$ cat src/rtl/alu_pkg.sv
// alu_pkg: shared width and opcode definitions for the execute-stage ALU
package alu_pkg;
  localparam int WIDTH = 16;
  typedef logic [1:0] alu_op_t;
  localparam alu_op_t ALU_AND  = 2'b00;
  localparam alu_op_t ALU_ADD  = 2'b01;
  localparam alu_op_t ALU_SUB  = 2'b10;
  localparam alu_op_t ALU_RSVD = 2'b11;
endpackage

$ cat src/rtl/alu_addsub.sv
// alu_addsub: combinational two's-complement adder/subtractor (a + b or a + ~b + 1)
module alu_addsub
  import alu_pkg::*;
#(
  parameter int W = WIDTH
) (
  input  logic [W-1:0] a,
  input  logic [W-1:0] b,
  input  logic         sub,
  output logic [W-1:0] sum,
  output logic         carry_out,
  output logic         overflow
);
  logic [W-1:0] bx;
  assign bx = sub ? ~b : b;
  assign {carry_out, sum} = {1'b0, a} + {1'b0, bx} + {{W{1'b0}}, sub};
  // inverting b folds the add and subtract overflow rules into one check
  assign overflow = (a[W-1] == bx[W-1]) && (sum[W-1] != a[W-1]);
endmodule

$ cat src/rtl/alu_unit.sv
// alu_unit: registered 16-bit AND/ADD/SUB ALU with status flags and valid qualifier
module alu_unit
  import alu_pkg::*;
(
  input  logic             clk,
  input  logic             rst_n,
  input  logic             in_valid,
  input  logic [WIDTH-1:0] a,
  input  logic [WIDTH-1:0] b,
  input  alu_op_t          alu_op,
  output logic [WIDTH-1:0] result,
  output logic             zero,
  output logic             negative,
  output logic             carry,
  output logic             overflow,
  output logic             illegal_op,
  output logic             out_valid
);
  logic [WIDTH-1:0] sum, next_result;
  logic             carry_out, as_ovf, next_carry, next_ovf, is_add, is_sub;

  assign is_add = alu_op == ALU_ADD;
  assign is_sub = alu_op == ALU_SUB;

  alu_addsub #(.W(WIDTH)) u_addsub (
    .a         (a),
    .b         (b),
    .sub       (is_sub),
    .sum       (sum),
    .carry_out (carry_out),
    .overflow  (as_ovf)
  );

  // opcode mux; subtract reports borrow, the inverse of the adder carry
  always_comb begin
    next_result = alu_op == ALU_AND ? (a & b) : (is_add || is_sub) ? sum : '0;
    next_carry  = is_add ? carry_out : is_sub ? ~carry_out : 1'b0;
    next_ovf    = (is_add || is_sub) && as_ovf;
  end

  // load on valid input, otherwise hold results and drop out_valid
  always_ff @(posedge clk or negedge rst_n) begin
    if (!rst_n) begin
      result     <= '0;
      zero       <= 1'b0;
      negative   <= 1'b0;
      carry      <= 1'b0;
      overflow   <= 1'b0;
      illegal_op <= 1'b0;
      out_valid  <= 1'b0;
    end else begin
      out_valid <= in_valid;
      if (in_valid) begin
        result     <= next_result;
        zero       <= next_result == '0;
        negative   <= next_result[WIDTH-1];
        carry      <= next_carry;
        overflow   <= next_ovf;
        illegal_op <= alu_op == ALU_RSVD;
      end
    end
  end
endmodule

$ cat config.mk
export PLATFORM = sky130hd
export DESIGN_NAME = alu_unit
export DESIGN_NICKNAME = d
export VERILOG_FILES = /design/src/rtl/alu_pkg.sv /design/src/rtl/alu_addsub.sv /design/src/rtl/alu_unit.sv
export SDC_FILE = /design/constraint.sdc
export NUM_CORES = 1
export LEC_CHECK = 0
export CELL_PAD_IN_SITES_DETAIL_PLACEMENT = 1
export CELL_PAD_IN_SITES_GLOBAL_PLACEMENT = 2
export CORE_ASPECT_RATIO = 1.1
export CORE_MARGIN = 2
export CORE_UTILIZATION = 28
export CTS_CLUSTER_DIAMETER = 30
export CTS_CLUSTER_SIZE = 10
export DETAILED_ROUTE_END_ITERATION = 8
export GPL_TIMING_DRIVEN = 0
export PLACE_DENSITY_LB_ADDON = 0.1
export SLEW_MARGIN = 10
export SYNTH_ARGS = -nofsm -noshare
export SYNTH_HDL_FRONTEND = slang
export SYNTH_SLANG_ARGS = --single-unit
$ cat constraint.sdc
create_clock -name clk -period 1.16 [get_ports clk]
set_input_delay 0.116 -clock clk [delete_from_list [all_inputs] [get_ports clk]]
set_output_delay 0.116 -clock clk [all_outputs]
set_load 0.005 [all_outputs]
==> results by group, run 1 <==
Cells and area
  • Number of diodes: 0
  • Filler cell count: ~810
  • Commonest non-fill, non-tap cell in the layout: buf_4
  • Layout Utilization: between 40% and 50%
  • Nets: between 300 and 400
  • P&R area growth vs syn: 68.8%
  • Final Cell Area: 0.00340 sq mm
  • Share of cells above drive strength 1: around a third
  • Non-Filler Instances: just over 400
  • Commonest non-fill, non-tap cells in the layout: 31 x buf_4, 27 x clkdlybuf4s50_1, 23 x dlygate4sd2_1

Routing
  • Avg Vias per Cell: around 5.1
  • Drt pass-1 iters: 4
  • Final WL: ~7000 um
  • Antenna-violating nets left: 0
  • # DRC: 0
  • DRT iter0 DRCs: 10
  • Via Count: 2066
  • Avg WL per Cell: ~17 um

CTS
  • Worst-case clock buffer depth: 2
  • CTS buffer count: 3
  • CTS tree: yes
  • Worst-path clk slew: 0.07 ns
  • CTS Hold Bufs: 0
  • Worst skew pair latency: about 0.25 ns
  • # clock sinks: 21
  • CTS Root Cell: clkbuf_8
  • Htree depth: 1

Power
  • Max VDD drop: 0.634 mV
  • PD cells: just under 1000 mW/mm^2
  • Sw Ratio: between 30% and 40%
  • Gate power share: 59.2%
  • Clock share of power: 13.9%
  • Psw: 1.22 mW
  • Leakage Power: 1.51 nW
  • Flop pwr share: 26.9%
  • Internal power: roughly 2.1 mW
  • Pwr Total: approximately 3.3 mW

Run status
  • Status: complete, but fails checks
  • Failing checks: negative setup slack

Synthesis
  • Avg Cell Area, Syn: 8.99 sq um
  • Synth warn: 0
  • Cell Area, Synth: roughly 0.0020 sq mm
  • Synth cell types: 50
  • Synth Instances: 224
  • Ys async rst share: between 90% and 100%
  • Top cell type's share of synthesized area: 26.1%
  • Register area share after synthesis: a little over a quarter
  • Top area cells in the synthesized netlist: dfrtp_1 26%, ha_1 14%, xor2_1 8.3%
  • Synth area leader: dfrtp_1
  • Mapped Nets: 284
  • Main flop type after synthesis: dfrtp_1
  • Synth Register Bits: 21
  • Post-synth EDFFs: 0

Critical path
  • CP Cell Sequence: buf_12 > inv_12 > ha_4 > buf_12 > xor2_1 > ha_2 > and3_4 > a211oi_4 > a211oi_4 > or3_1 > a31o_1 > nor4_2 > and4_1 > a41o_1
  • Crit start category: primary input
  • Critical Path RT: 1.36 ns
  • Top Family by Delay on Critical Path: simple AND/OR/NAND/NOR gates
  • Crit path max fanout: 6
  • Cell at the slowest stage of the critical path: ha_2
  • Crit. End Element: register
  • Worst Setup SP: alu_op[0]
  • CP max stage delay: approximately 0.32 ns
  • Reg2reg start: result[8]
  • Setup CP Type: in2reg
  • Worst Path Buf+Inv: 3
  • CP arrival: 2.85 ns

Placed design
  • Gp weighted congestion: 0.763
  • PortBufs: just under 60
  • Placed instance count: between 300 and 400
  • Post-DP HPWL: between 5000 and 6000 um
  • Placed cell areas: about 0.0028 sq mm

STA
  • Final setup margin: -1.49 ns
  • Final Max Tran Viols: 0
  • Worst Tran Pin Value: roughly 0.92 ns
  • Final Cycle Share: 228%
  • Final Hold Fails: 0
  • Max_slew headroom: approximately two fifths
  • Period minus WS final: roughly 2.6 ns
  • RSZ-0062 raised after global routing: yes
  • Fin Clk Skew: 0 ns
  • Finish-stage setup viols: 18
  • Achievable Freq: about 0.38 GHz
  • Hold slack: ~0.24 ns

GRT
  • Antenna violations before repair: 0
  • Vias in the first global route: approximately 2200
  • First-pass GRT wire length: around 11000 um
  • Largest net degree at the start of global routing: 22
  • Grt ovf: 0
  • Global-route usage over all layers: 17.7%

Floorplan
  • Starting Density: ~29%
  • I/O pin total: 59
  • Core Area: between 0.007 and 0.008 sq mm
  • Die Area: 0.00789 sq mm
  • Die height: 93.0 um
  • Row count: 32
  • Die width: around 85 um

Run
  • MaxCap Viol Count: 0

Min path
  • HP Start: alu_op[1]
  • Worst hold path type: in2reg
==> flip-flops by register name, indices dropped and copies added (netlist names) <==
| name | flops |
|---|---|
| carry | 1 |
| zero | 1 |
| out_valid | 1 |
| illegal_op | 1 |
| overflow | 1 |
| result | 16 |
==> power by group through the flow <==
stage	registers, mW	clock network (mW)	logic (mW)
final	0.898	0.465	1.98
after detailed placement	0.916	0	1.52
after global routing	0.917	0.515	2.16
after CTS	0.901	0.481	1.74
after floorplan	0.918	0	0.866
after global placement	0.917	0	1.51
==> synth_stat cells, types with 6 or more instances <==
master / number
and3_1: 8
a32oi_1: 10
dfrtp_1: 21
o21ai_0: 7
xor2_1: 19
a21oi_1: 22
inv_1: 6
xnor2_1: 7
ha_1: 22
nand2_1: 11
nor2_1: 21
==> worst paths after layout <==
check | slack, ns | depth (start not counted) | endpoint
setup / recovery | -1.49 | 14 | zero
hold / removal | 0.24 | 3 | illegal_op
setup reg to reg | 0.28 | 2 | result[8]
hold reg to reg | 0.50 | 1 | result[1]
max in group asynchronous | 0.23 | 1 | result[3]
min in group asynchronous | 0.37 | 1 | result[12]
==> layout make-up <==
type	count	area (sq um)	area share (%)
Sequential cell	21	526	15.5
Buffer	9	68.8	2.02
Inverter	6	35.0	1.03
Multi-Input combinational cell	187	1750	51.4
Clock buffer	4	45.0	1.32
Timing Repair Buffer	94	872	25.7
Tap cell	85	106	3.13
==> stage by stage <==
step	setup TNS, ns	setup WS, ns
finish	-18.35	-1.49
global route	-20.11	-1.61
CTS	-19.27	-1.47
detailed placement	-41.63	-2.69
global placement	-42.28	-2.68
floorplan	-18.25	-1.58
==> repair_timing <==
action / in CTS / in global routing
cloned: 0 / 0
gates resized for setup: 83 / 41
buffers inserted: 17 / 21
pin swaps: 24 / 33
setup endpoints to repair: 42 / 19
==> kinds of logic after synthesis <==
logic type | Yosys count | synth area share (%)
xor gates and xnor gates | 26 | 11.3
DFF | 21 | 26.1
and+or+nand+nor | 68 | 17.5
AOI/OAI and AO/OA | 65 | 23.5
muxes | 5 | 3.29
buffers and inverters | 16 | 3.60
adders and majority gates | 23 | 14.7
==> worst min-delay path: stages <==
cell and delay, ns:
buf_6 0.09, ha_1 0.13, mux2_2 0.13
==> routing by layer <==
layer  vias up  global-route usage [%]  wire length (um)
met5         -                       0                 0
met4         0                    3.17                49
met3         5                   0.980               136
met2        38                    29.1              3210
met1      1002                    25.9              3530
li1       1021                       -                 -
Note: power is estimated with default switching activity, not from simulation.
==> run 2, diff against run 1 <==
--- a/config.mk
+++ b/config.mk
@@ -9,7 +9,7 @@
 export CELL_PAD_IN_SITES_GLOBAL_PLACEMENT = 2
 export CORE_ASPECT_RATIO = 1.1
 export CORE_MARGIN = 2
-export CORE_UTILIZATION = 28
+export CORE_UTILIZATION = 25
 export CTS_CLUSTER_DIAMETER = 30
 export CTS_CLUSTER_SIZE = 10
 export DETAILED_ROUTE_END_ITERATION = 8
==> constraint.sdc (replaced) <==
create_clock -name clk -period 2.3 [get_ports clk]
set_input_delay 0.23 -clock clk [delete_from_list [all_inputs] [get_ports clk]]
set_output_delay 0.23 -clock clk [all_outputs]
set_load 0.005 [all_outputs]
==> results by group, run 2 (same netlist as run 1, synthesis figures left out) <==
Run status
  • Status: complete, but fails checks
  • Failing checks: negative setup slack

Cells and area
  • P&R area growth vs syn: 60.2%
  • Largest register by flop count: result
  • Final Cell Area: 0.00323 sq mm
  • Nets: roughly 370
  • Commonest non-fill, non-tap cells in the layout: 49 x clkdlybuf4s50_1, 22 x buf_4, 21 x nor2_1, 21 x dfrtp_1, 17 x ha_1
  • Largest register FFs: 16
  • Number of diodes: 0
  • Non-Filler Instances: roughly 420
  • Share of cells above drive strength 1: between 20% and 30%
  • Layout Utilization: roughly 41%
  • Commonest non-fill, non-tap cell in the layout: clkdlybuf4s50_1

Routing
  • Antenna-violating nets left: 0
  • # DRC: 0
  • Avg Vias per Cell: about 4.8
  • Via Count: approximately 2000
  • DRT iter0 DRCs: 57
  • Drt pass-1 iters: 4
  • Avg WL per Cell: between 15 and 20 um
  • Final WL: between 7000 and 8000 um

STA
  • Final Hold Fails: 0
  • Worst Tran Pin Value: between 0.9 and 1 ns
  • Achievable Freq: between 0.3 and 0.4 GHz
  • Final setup margin: -0.472 ns
  • Final Max Tran Viols: 0
  • RSZ-0062 raised after global routing: yes
  • Finish-stage setup viols: 11
  • Final Cycle Share: 121%
  • Period minus WS final: 2.77 ns
  • Max_slew headroom: a little under two fifths
  • Fin Clk Skew: 0 ns

Min path
  • Depth of the worst hold-timing path: 3
  • Worst hold path type: in2reg
  • HP Start: alu_op[1]
  • Hold EP: illegal_op

Power
  • Clock share of power: 14.6%
  • Leakage Power: approximately 1.4 nW
  • Sw Ratio: between 30 and 40%
  • Psw: between 0.5 and 0.6 mW
  • Max VDD drop: between 0.2 and 0.25 mV
  • Gate power share: a little under three fifths
  • Internal power: just over 1 mW
  • PD cells: about 500 mW/mm^2
  • Pwr Total: 1.63 mW
  • Flop pwr share: about 28%

Floorplan
  • Die Area: between 0.008 and 0.009 sq mm
  • Starting Density: between 20 and 30%
  • I/O pin total: 59
  • Die height: just under 100 um
  • Row count: 34
  • Core Area: 0.00787 sq mm
  • Die width: ~90 um

Critical path
  • CP Cell Sequence: buf_12 > inv_12 > ha_4 > buf_12 > xor2_1 > ha_2 > and3_4 > a211oi_4 > a211oi_2 > or3_1 > a31o_1 > nor4_1 > and4_1 > a41o_1
  • Crit path max fanout: 8
  • CP arrival: 2.97 ns
  • Reg2reg setup slack: around 1.4 ns
  • Setup CP Type: in2reg
  • Crit. End Element: register
  • Worst reg2reg endpoint: result[8]
  • Crit start category: primary input
  • Critical Path RT: between 2 and 3 ns
  • Reg2reg start: result[8]
  • Top Family by Delay on Critical Path: simple AND/OR/NAND/NOR gates
  • CP max stage delay: 0.35 ns
  • Top cell by count, worst path: buf_12
  • Worst Path Buf+Inv: 3
  • R2R depth: 2
  • Cell at the slowest stage of the critical path: or3_1

CTS
  • # clock sinks: 21
  • CTS buffer count: 3
  • Htree depth: 1
  • Worst skew pair latency: 0.25 ns
  • CTS Root Cell: clkbuf_8
  • CTS tree: yes
  • Worst-path clk slew: ~0.07 ns
  • CTS Hold Bufs: 0
  • Worst-case clock buffer depth: 2

Placed design
  • Placed cell areas: roughly 0.0028 sq mm
  • Placed instance count: 390
  • Post-DP HPWL: 5450 um
  • PortBufs: 58
  • Gp weighted congestion: 0.806

GRT
  • First-pass GRT wire length: between 10000 and 15000 um
  • Largest net degree at the start of global routing: 22
  • Vias in the first global route: about 2200
  • Grt ovf: 0
  • Antenna violations before repair: 0
  • Global-route usage over all layers: between 10% and 20%

Run
  • MaxCap Viol Count: 0
==> run 2: cell count changes in the layout (fill, tap and decap cells not counted), sizes merged <==
cell / change
clkbuf: +1
dlygate4sd2: -18
clkdlybuf4s15: -1
dlymetal6s2s: -3
buf: -11
clkdlybuf4s50: +22
==> run 2: cell type report <==
| cell class | count | area, sq um |
|---|---|---|
| fill | 920 | 4640 |
| clock buffer | 4 | 45.0 |
| inverter | 6 | 35.0 |
| tap | 108 | 135 |
| buffer | 9 | 55.1 |
| sequential | 21 | 526 |
| multi-input combinational | 187 | 1620 |
| timing repair buffer | 84 | 813 |
==> run 2: per-layer routing <==
| layer | global-route usage (%) | part of all wire (%) |
|---|---|---|
| met2 | 28.6 | 51 |
| met1 | 21.5 | 44 |
| met4 | 2.53 | 1.4 |
| met3 | 2.62 | 3.2 |
| met5 | 0 | 0 |
==> run 2: power by group through the flow <==
| stage | Sequential (mW) | Combinational (mW) | Clock, mW |
|---|---|---|---|
| detailed placement | 0.462 | 0.771 | 0 |
| finish | 0.454 | 0.935 | 0.238 |
| CTS | 0.456 | 0.878 | 0.248 |
| global route | 0.463 | 1.02 | 0.261 |
| global placement | 0.462 | 0.766 | 0 |
| floorplan | 0.463 | 0.430 | 0 |
==> run 2: worst max-delay path by stage <==
stage	from	cells past startpoint	endpoint	slack, ns
floorplan	alu_op[0]	14	zero	-0.56
global placement	alu_op[0]	15	zero	-1.65
detailed placement	alu_op[0]	15	zero	-1.61
CTS	alu_op[0]	15	zero	-0.51
global route	alu_op[0]	14	zero	-0.61
finish	alu_op[0]	14	zero	-0.47
==> run 2: worst reg2reg max path, stage by stage, from the launching register on <==
cell	delay, ns
dfrtp_1	0.39
or2_2	0.28
o31a_1	0.10
==> run 2: per-stage QoR <==
stage | hold slack, ns | setup WS [ns] | setup TNS [ns]
CTS | 0.361 | -0.511 | -2.76
global placement | 0.462 | -1.65 | -19.09
finish | 0.365 | -0.472 | -2.67
floorplan | -0.0656 | -0.558 | -1.94
detailed placement | 0.471 | -1.61 | -19.25
global route | 0.370 | -0.607 | -4.21
==> run 2: timing repair <==
action | CTS | global route
gates resized for setup | 47 | 22
buffers inserted | 18 | 9
pin swaps | 27 | 31
endpoints found under the setup margin | 18 | 13
